$ cat src/rtl/serial_pkg.sv
// Shared definitions for the bit-serial core: opcode and sequencer state
// encodings plus the default word width used by the GPR, ALU and sequencer.
package serial_pkg;

    localparam int unsigned DEFAULT_WIDTH = 8;

    typedef enum logic [1:0] {
        OP_NOP  = 2'b00,
        OP_HALT = 2'b01,
        OP_ADD  = 2'b10,
        OP_LOAD = 2'b11
    } opcode_e;

    typedef enum logic [1:0] {
        ST_IDLE  = 2'b00,
        ST_FETCH = 2'b01,
        ST_EXEC  = 2'b10,
        ST_HALT  = 2'b11
    } state_e;

endpackage

$ cat src/rtl/bit_counter.sv
// Bit-position counter for one serial pass.
// Ports:
//   i_clk, i_rst  clock, synchronous active-high reset
//   i_clr         force count to 0 (wins over i_en)
//   i_en          advance count by one, wrapping at WIDTH
//   o_count       current bit index
//   o_last        count is at WIDTH-1
module bit_counter #(
    parameter int unsigned WIDTH = 8,
    parameter int unsigned CW    = $clog2(WIDTH)
) (
    input  logic          i_clk,
    input  logic          i_rst,
    input  logic          i_clr,
    input  logic          i_en,
    output logic [CW-1:0] o_count,
    output logic          o_last
);

    logic [CW-1:0] count_q;

    // WIDTH is a power of two, so natural CW-bit overflow gives the wrap to 0.
    always_ff @(posedge i_clk) begin
        if (i_rst) begin
            count_q <= '0;
        end else if (i_clr) begin
            count_q <= '0;
        end else if (i_en) begin
            count_q <= count_q + CW'(1);
        end
    end

    assign o_count = count_q;
    assign o_last  = (count_q == CW'(WIDTH - 1));

endmodule

$ cat src/rtl/serial_ctrl.sv
// Fetch/execute sequencer for the bit-serial core. Handshakes one opcode
// from instruction memory, then drives the GPR/mux/PC controls for a
// WIDTH-bit pass (LOAD/ADD) or a single cycle (NOP). HALT parks until reset.
// Optional build macro: SERIAL_CTRL_STEP_EN adds i_step for single-stepping.
// Ports:
//   i_clk, i_rst              clock, synchronous active-high reset
//   i_run                     allow fetching (sampled in IDLE and last EXEC cycle)
//   i_step                    (SERIAL_CTRL_STEP_EN only) one-shot fetch from IDLE
//   o_fetch_req, i_fetch_ack  instruction fetch handshake, i_instr valid on ack
//   o_bit_sel                 current bit index for datapath muxes
//   o_con_*                   datapath controls, o_carry_clr clears ALU carry
//   o_busy, o_halted          status decodes of the state
// All outputs are decodes of state/opcode/counter only.
module serial_ctrl
    import serial_pkg::*;
#(
    parameter int unsigned WIDTH = DEFAULT_WIDTH,
    parameter int unsigned CW    = $clog2(WIDTH)
) (
    input  logic          i_clk,
    input  logic          i_rst,
    input  logic          i_run,
`ifdef SERIAL_CTRL_STEP_EN
    input  logic          i_step,
`endif
    output logic          o_fetch_req,
    input  logic          i_fetch_ack,
    input  logic [1:0]    i_instr,
    output logic [CW-1:0] o_bit_sel,
    output logic          o_con_mux,
    output logic          o_con_muxalu,
    output logic          o_con_gpr_region,
    output logic          o_con_gpr_write,
    output logic          o_con_gpr_shift,
    output logic          o_con_pcincr,
    output logic          o_carry_clr,
    output logic          o_busy,
    output logic          o_halted
);

    state_e        state_q;
    state_e        state_d;
    opcode_e       opcode_q;
    logic          cnt_clr;
    logic          cnt_en;
    logic          cnt_last;
    logic [CW-1:0] cnt;
    logic          start;
    logic          exec_done;
    logic          fetch_take;

    bit_counter #(
        .WIDTH (WIDTH),
        .CW    (CW)
    ) u_bit_counter (
        .i_clk   (i_clk),
        .i_rst   (i_rst),
        .i_clr   (cnt_clr),
        .i_en    (cnt_en),
        .o_count (cnt),
        .o_last  (cnt_last)
    );

    // Leaving IDLE: i_run, or a single-step request when that feature is built.
`ifdef SERIAL_CTRL_STEP_EN
    assign start = i_run | i_step;
`else
    assign start = i_run;
`endif

    assign fetch_take = (state_q == ST_FETCH) && i_fetch_ack;

    // NOP finishes in one cycle; LOAD/ADD finish on the last bit of the pass.
    assign exec_done = (opcode_q == OP_NOP) ||
                       (((opcode_q == OP_ADD) || (opcode_q == OP_LOAD)) && cnt_last);

    // State and opcode registers.
    always_ff @(posedge i_clk) begin
        if (i_rst) begin
            state_q  <= ST_IDLE;
            opcode_q <= OP_NOP;
        end else begin
            state_q <= state_d;
            if (fetch_take) begin
                opcode_q <= opcode_e'(i_instr);
            end
        end
    end

    // Next-state and counter control.
    always_comb begin
        state_d = state_q;
        cnt_clr = 1'b0;
        cnt_en  = 1'b0;
        unique case (state_q)
            ST_IDLE: begin
                if (start) begin
                    state_d = ST_FETCH;
                end
            end
            ST_FETCH: begin
                if (i_fetch_ack) begin
                    state_d = ST_EXEC;
                    cnt_clr = 1'b1;
                end
            end
            ST_EXEC: begin
                cnt_en = 1'b1;
                if (opcode_q == OP_HALT) begin
                    state_d = ST_HALT;
                end else if (exec_done) begin
                    state_d = i_run ? ST_FETCH : ST_IDLE;
                end
            end
            ST_HALT: begin
                state_d = ST_HALT;
            end
            default: begin
                state_d = ST_IDLE;
            end
        endcase
    end

    // Control decode from state, latched opcode and bit position.
    always_comb begin
        o_fetch_req      = 1'b0;
        o_con_mux        = 1'b0;
        o_con_muxalu     = 1'b0;
        o_con_gpr_region = 1'b0;
        o_con_gpr_write  = 1'b0;
        o_con_gpr_shift  = 1'b0;
        o_con_pcincr     = 1'b0;
        o_carry_clr      = 1'b0;
        o_busy           = 1'b0;
        o_halted         = 1'b0;
        unique case (state_q)
            ST_FETCH: begin
                o_fetch_req = 1'b1;
                o_busy      = 1'b1;
            end
            ST_EXEC: begin
                o_busy = 1'b1;
                unique case (opcode_q)
                    OP_NOP: begin
                        o_con_pcincr = 1'b1;
                    end
                    OP_LOAD: begin
                        o_con_mux       = 1'b1;
                        o_con_gpr_write = 1'b1;
                        o_con_gpr_shift = 1'b1;
                        o_con_pcincr    = cnt_last;
                    end
                    OP_ADD: begin
                        o_con_muxalu     = 1'b1;
                        o_con_gpr_region = 1'b1;
                        o_con_gpr_write  = 1'b1;
                        o_con_gpr_shift  = 1'b1;
                        o_con_pcincr     = cnt_last;
                        o_carry_clr      = (cnt == '0);
                    end
                    default: begin
                        o_con_pcincr = 1'b0;
                    end
                endcase
            end
            ST_HALT: begin
                o_halted = 1'b1;
            end
            default: begin
                o_busy = 1'b0;
            end
        endcase
    end

    assign o_bit_sel = cnt;

endmodule

$ cat config.mk
export PLATFORM = sky130hd
export DESIGN_NAME = serial_ctrl
export DESIGN_NICKNAME = d
export VERILOG_FILES = /design/src/rtl/serial_pkg.sv /design/src/rtl/bit_counter.sv /design/src/rtl/serial_ctrl.sv
export SDC_FILE = /design/constraint.sdc
export NUM_CORES = 1
export LEC_CHECK = 0
export ABC_AREA = 1
export CORE_AREA = 2 2 39 41
export DETAILED_ROUTE_END_ITERATION = 10
export DIE_AREA = 0 0 41 43
export GPL_ROUTABILITY_DRIVEN = 0
export PLACE_DENSITY_LB_ADDON = 0.25
export SYNTH_ARGS = -nofsm -noshare
export SYNTH_HDL_FRONTEND = slang
export SYNTH_SLANG_ARGS = --single-unit
$ cat constraint.sdc
create_clock -name i_clk -period 1.75 [get_ports i_clk]
set_input_delay 0.35 -clock i_clk [delete_from_list [all_inputs] [get_ports i_clk]]
set_output_delay 0.35 -clock i_clk [all_outputs]
set_load 0.05 [all_outputs]
==> impl_metrics.env <==
export IMPL_fin_util_pct=64.8
export IMPL_path_max_fanout=5
export IMPL_cts_buffer_depth=2
export IMPL_max_freq_ghz=0.595
export IMPL_io_buffers=18
export IMPL_die_h_um=43
export IMPL_fp_dieW_um=41
export IMPL_use_met3_pct=4.19
export IMPL_finalMaxSlewViolations=0
export IMPL_max_stage_delay_ps=360
export IMPL_endpoint_kind="output port"
export IMPL_maxCapViolations=0
export IMPL_drc=0
export IMPL_ys_flop_type="dfxtp_1"
export IMPL_placed_area_um2=818
export IMPL_grt_overflow=0
export IMPL_rsz0062_at_grt="false"
export IMPL_cts_sinks=7
export IMPL_power_density_nw_per_um2=1390
export IMPL_area_growth_pct=79.2
export IMPL_syn_inst=72
export IMPL_critical_path_cell_chain="inv_4 > ha_4 > o21ai_0 > a21oi_4 > buf_12"
export IMPL_hpwl_um=914
export IMPL_cts_hold_buf=0
export IMPL_r2r_cells=8
export IMPL_ys_seq_area_share_pct=28.0
export IMPL_rrSetupSlack_ps=410
export IMPL_busiest_layer="met2"
export IMPL_first_pass_iters=2
export IMPL_rr_startpoint="state_q[1]"
export IMPL_start_util_pct=36.2
export IMPL_rows=14
export IMPL_ant_nets=0
export IMPL_fillers=126
export IMPL_die_area_um2=1760
export IMPL_design_power_total_w=0.00124
export IMPL_drt_iter0_markers=1
export IMPL_synth_nets=86
export IMPL_period_share_pct=96.0
export IMPL_grt_use_met2_pct=26.6
export IMPL_synth_common_cells="nand2_1 (15), inv_1 (14), ha_1 (8)"
export IMPL_cts_inserted_buffers=3
export IMPL_io_pins=19
export IMPL_worstMarginPinSlew_ps=372
export IMPL_fin_nets=110
export IMPL_via_per_inst=4.54
export IMPL_routed_via_count=504
export IMPL_hold_depth=2
export IMPL_first_global_vias=504
export IMPL_yosys_warnings=0
export IMPL_relSlewSlack_pct=75.0
export IMPL_r2r_end="state_q[0]"
export IMPL_arrival_ps=1330
export IMPL_ys_async_sr_fraction_pct=0
export IMPL_synth_avg_cell_area_um2=6.95
export IMPL_crit_type="reg2out"
export IMPL_path_clk_slew_ps=60
export IMPL_clockRootBuffer="clkbuf_4"
export IMPL_drive_gt1_share_pct=37.9
export IMPL_tritoncts="built"
export IMPL_status="finished, final reports clean"
export IMPL_finalSetupViolCount=0
export IMPL_grt_max_degree=6
export IMPL_yosysTopAreaCell="dfxtp_1"
export IMPL_min_from="u_bit_counter.o_count[1]"
export IMPL_fin_area_um2=897
export IMPL_synth_edf_count=0
export IMPL_crit_slowest_cell="dfxtp_4"
export IMPL_required_ps=1400
export IMPL_met1_usage_pct=19.7
export IMPL_wirelength_um=1160
export IMPL_yosysUniqueCellTypes=14
export IMPL_htree_levels=1
export IMPL_core_area_um2=1380
export IMPL_ys_ff_latch=7
export IMPL_antenna_found_initial=0
export IMPL_post_route_min_period_ps=1680
export IMPL_synth_most_common_cell="nand2_1"
export IMPL_diodes=0
export IMPL_clkLatencyLatePin_ps=260
export IMPL_p_leak_nw=0.404
export IMPL_grtUsageTotal_pct=17.1
export IMPL_final_setup_skew_ps=2.69
export IMPL_hold_path_class="reg2reg"
export IMPL_cp_start_kind="register"
export IMPL_hold_path_endpoint="u_bit_counter.o_count[1]"
export IMPL_final_hold_viol_count=0
export IMPL_ir_drop_uv=963
export IMPL_synth_area_leaders="dfxtp_1 (28%), ha_1 (20%), nand2_1 (11%), inv_1 (11%), a21oi_1 (6.0%)"
export IMPL_grt_pass1_wl_um=2040
export IMPL_synth_top_area_share_pct=28.0
export IMPL_post_drt_wl_per_cell_um=10.4
export IMPL_fin_worst_hold_slack_ps=488
export IMPL_synthesis_area_um2=500
==> routing by layer <==
metal | vias to the layer above | wire length [µm]
li1 | 264 | -
met2 | 14 | 635
met3 | 2 | 46
met4 | 0 | 29
met5 | - | 0
met1 | 224 | 445
==> critical path, delay by kind of cell (launching register included) <==
family	cells	cell delay [ps]
flops	1	360
buf+inv	2	220
compound gates	2	330
fa+ha+maj	1	160
==> sequential cells by signal (all words and copies together) (netlist names) <==
register               count
opcode_q                   2
state_q                    2
u_bit_counter.o_count      3
==> cell families (layout without fill, tap and decap cells) <==
| kind of cell | count (synthesis) | count (layout) | synth area share, % |
|---|---|---|---|
| AO/OA/AOI/OAI | 11 | 11 | 11.5 |
| adder cells (fa/ha/maj) | 8 | 8 | 20.0 |
| flip-flops | 7 | 7 | 28.0 |
| buffers and inverters | 17 | 40 | 15.7 |
| AND/OR/NAND/NOR | 29 | 29 | 24.8 |
==> final cells by class <==
type | count | area (µm²) | share of cell area, %
inverter | 14 | 55.1 | 6.14
multi-input combinational | 48 | 343 | 38.2
timing repair buffer | 22 | 303 | 33.8
tap | 16 | 20.0 | 2.23
clock buffer | 4 | 26.3 | 2.93
sequential | 7 | 150 | 16.7
==> worst max path at each step <==
stage	from	endpoint	slack [ps]	depth (start not counted)
after floorplan	state_q[0]	o_carry_clr	-70	7
final	state_q[0]	o_con_pcincr	70	5
after CTS	state_q[1]	o_carry_clr	4	6
after global routing	state_q[0]	o_carry_clr	9	7
after detailed placement	state_q[0]	o_carry_clr	150	7
after global placement	state_q[0]	o_carry_clr	190	7
==> layout by cell type, fill, tap and decap left out, types with 2 or more instances in the layout <==
master and n:
nor2_1 5, clkbuf_4 3, inv_1 13, buf_12 10, dfxtp_4 2, dfxtp_1 3, a21oi_1 5, nand2_2 2
o21ai_0 4, ha_1 5, clkdlybuf4s50_1 5, ha_4 2, nor2_2 2, buf_4 7, nor2_4 2, nand3_1 2
dfxtp_2 2, nand2_1 14
==> power by group <==
part	internal [W]	total, W	switching [W]
clock	0.0000874	0.000154	0.0000661
combinational	0.000359	0.000814	0.000455
sequential	0.000213	0.000276	0.0000632
total	0.000660	0.00124	0.000584
==> stage by stage <==
step | setup TNS [ps] | worst slack, ps | std cells
global placement | 0 | 194 | 105
global route | 0 | 9.06 | 111
finish | 0 | 69.8 | 111
CTS | 0 | 3.71 | 110
floorplan | -65.2 | -65.2 | 72
detailed placement | 0 | 150 | 105
==> repair_timing <==
action | 4_1_cts | 5_1_grt
endpoints found under the hold margin | 0 | 0
buffers inserted | 1 | 1
pin swaps | 0 | 3
endpoints found under the setup margin | 7 | 2
gates resized for setup | 3 | 7
(Power assumes the default switching activity.)
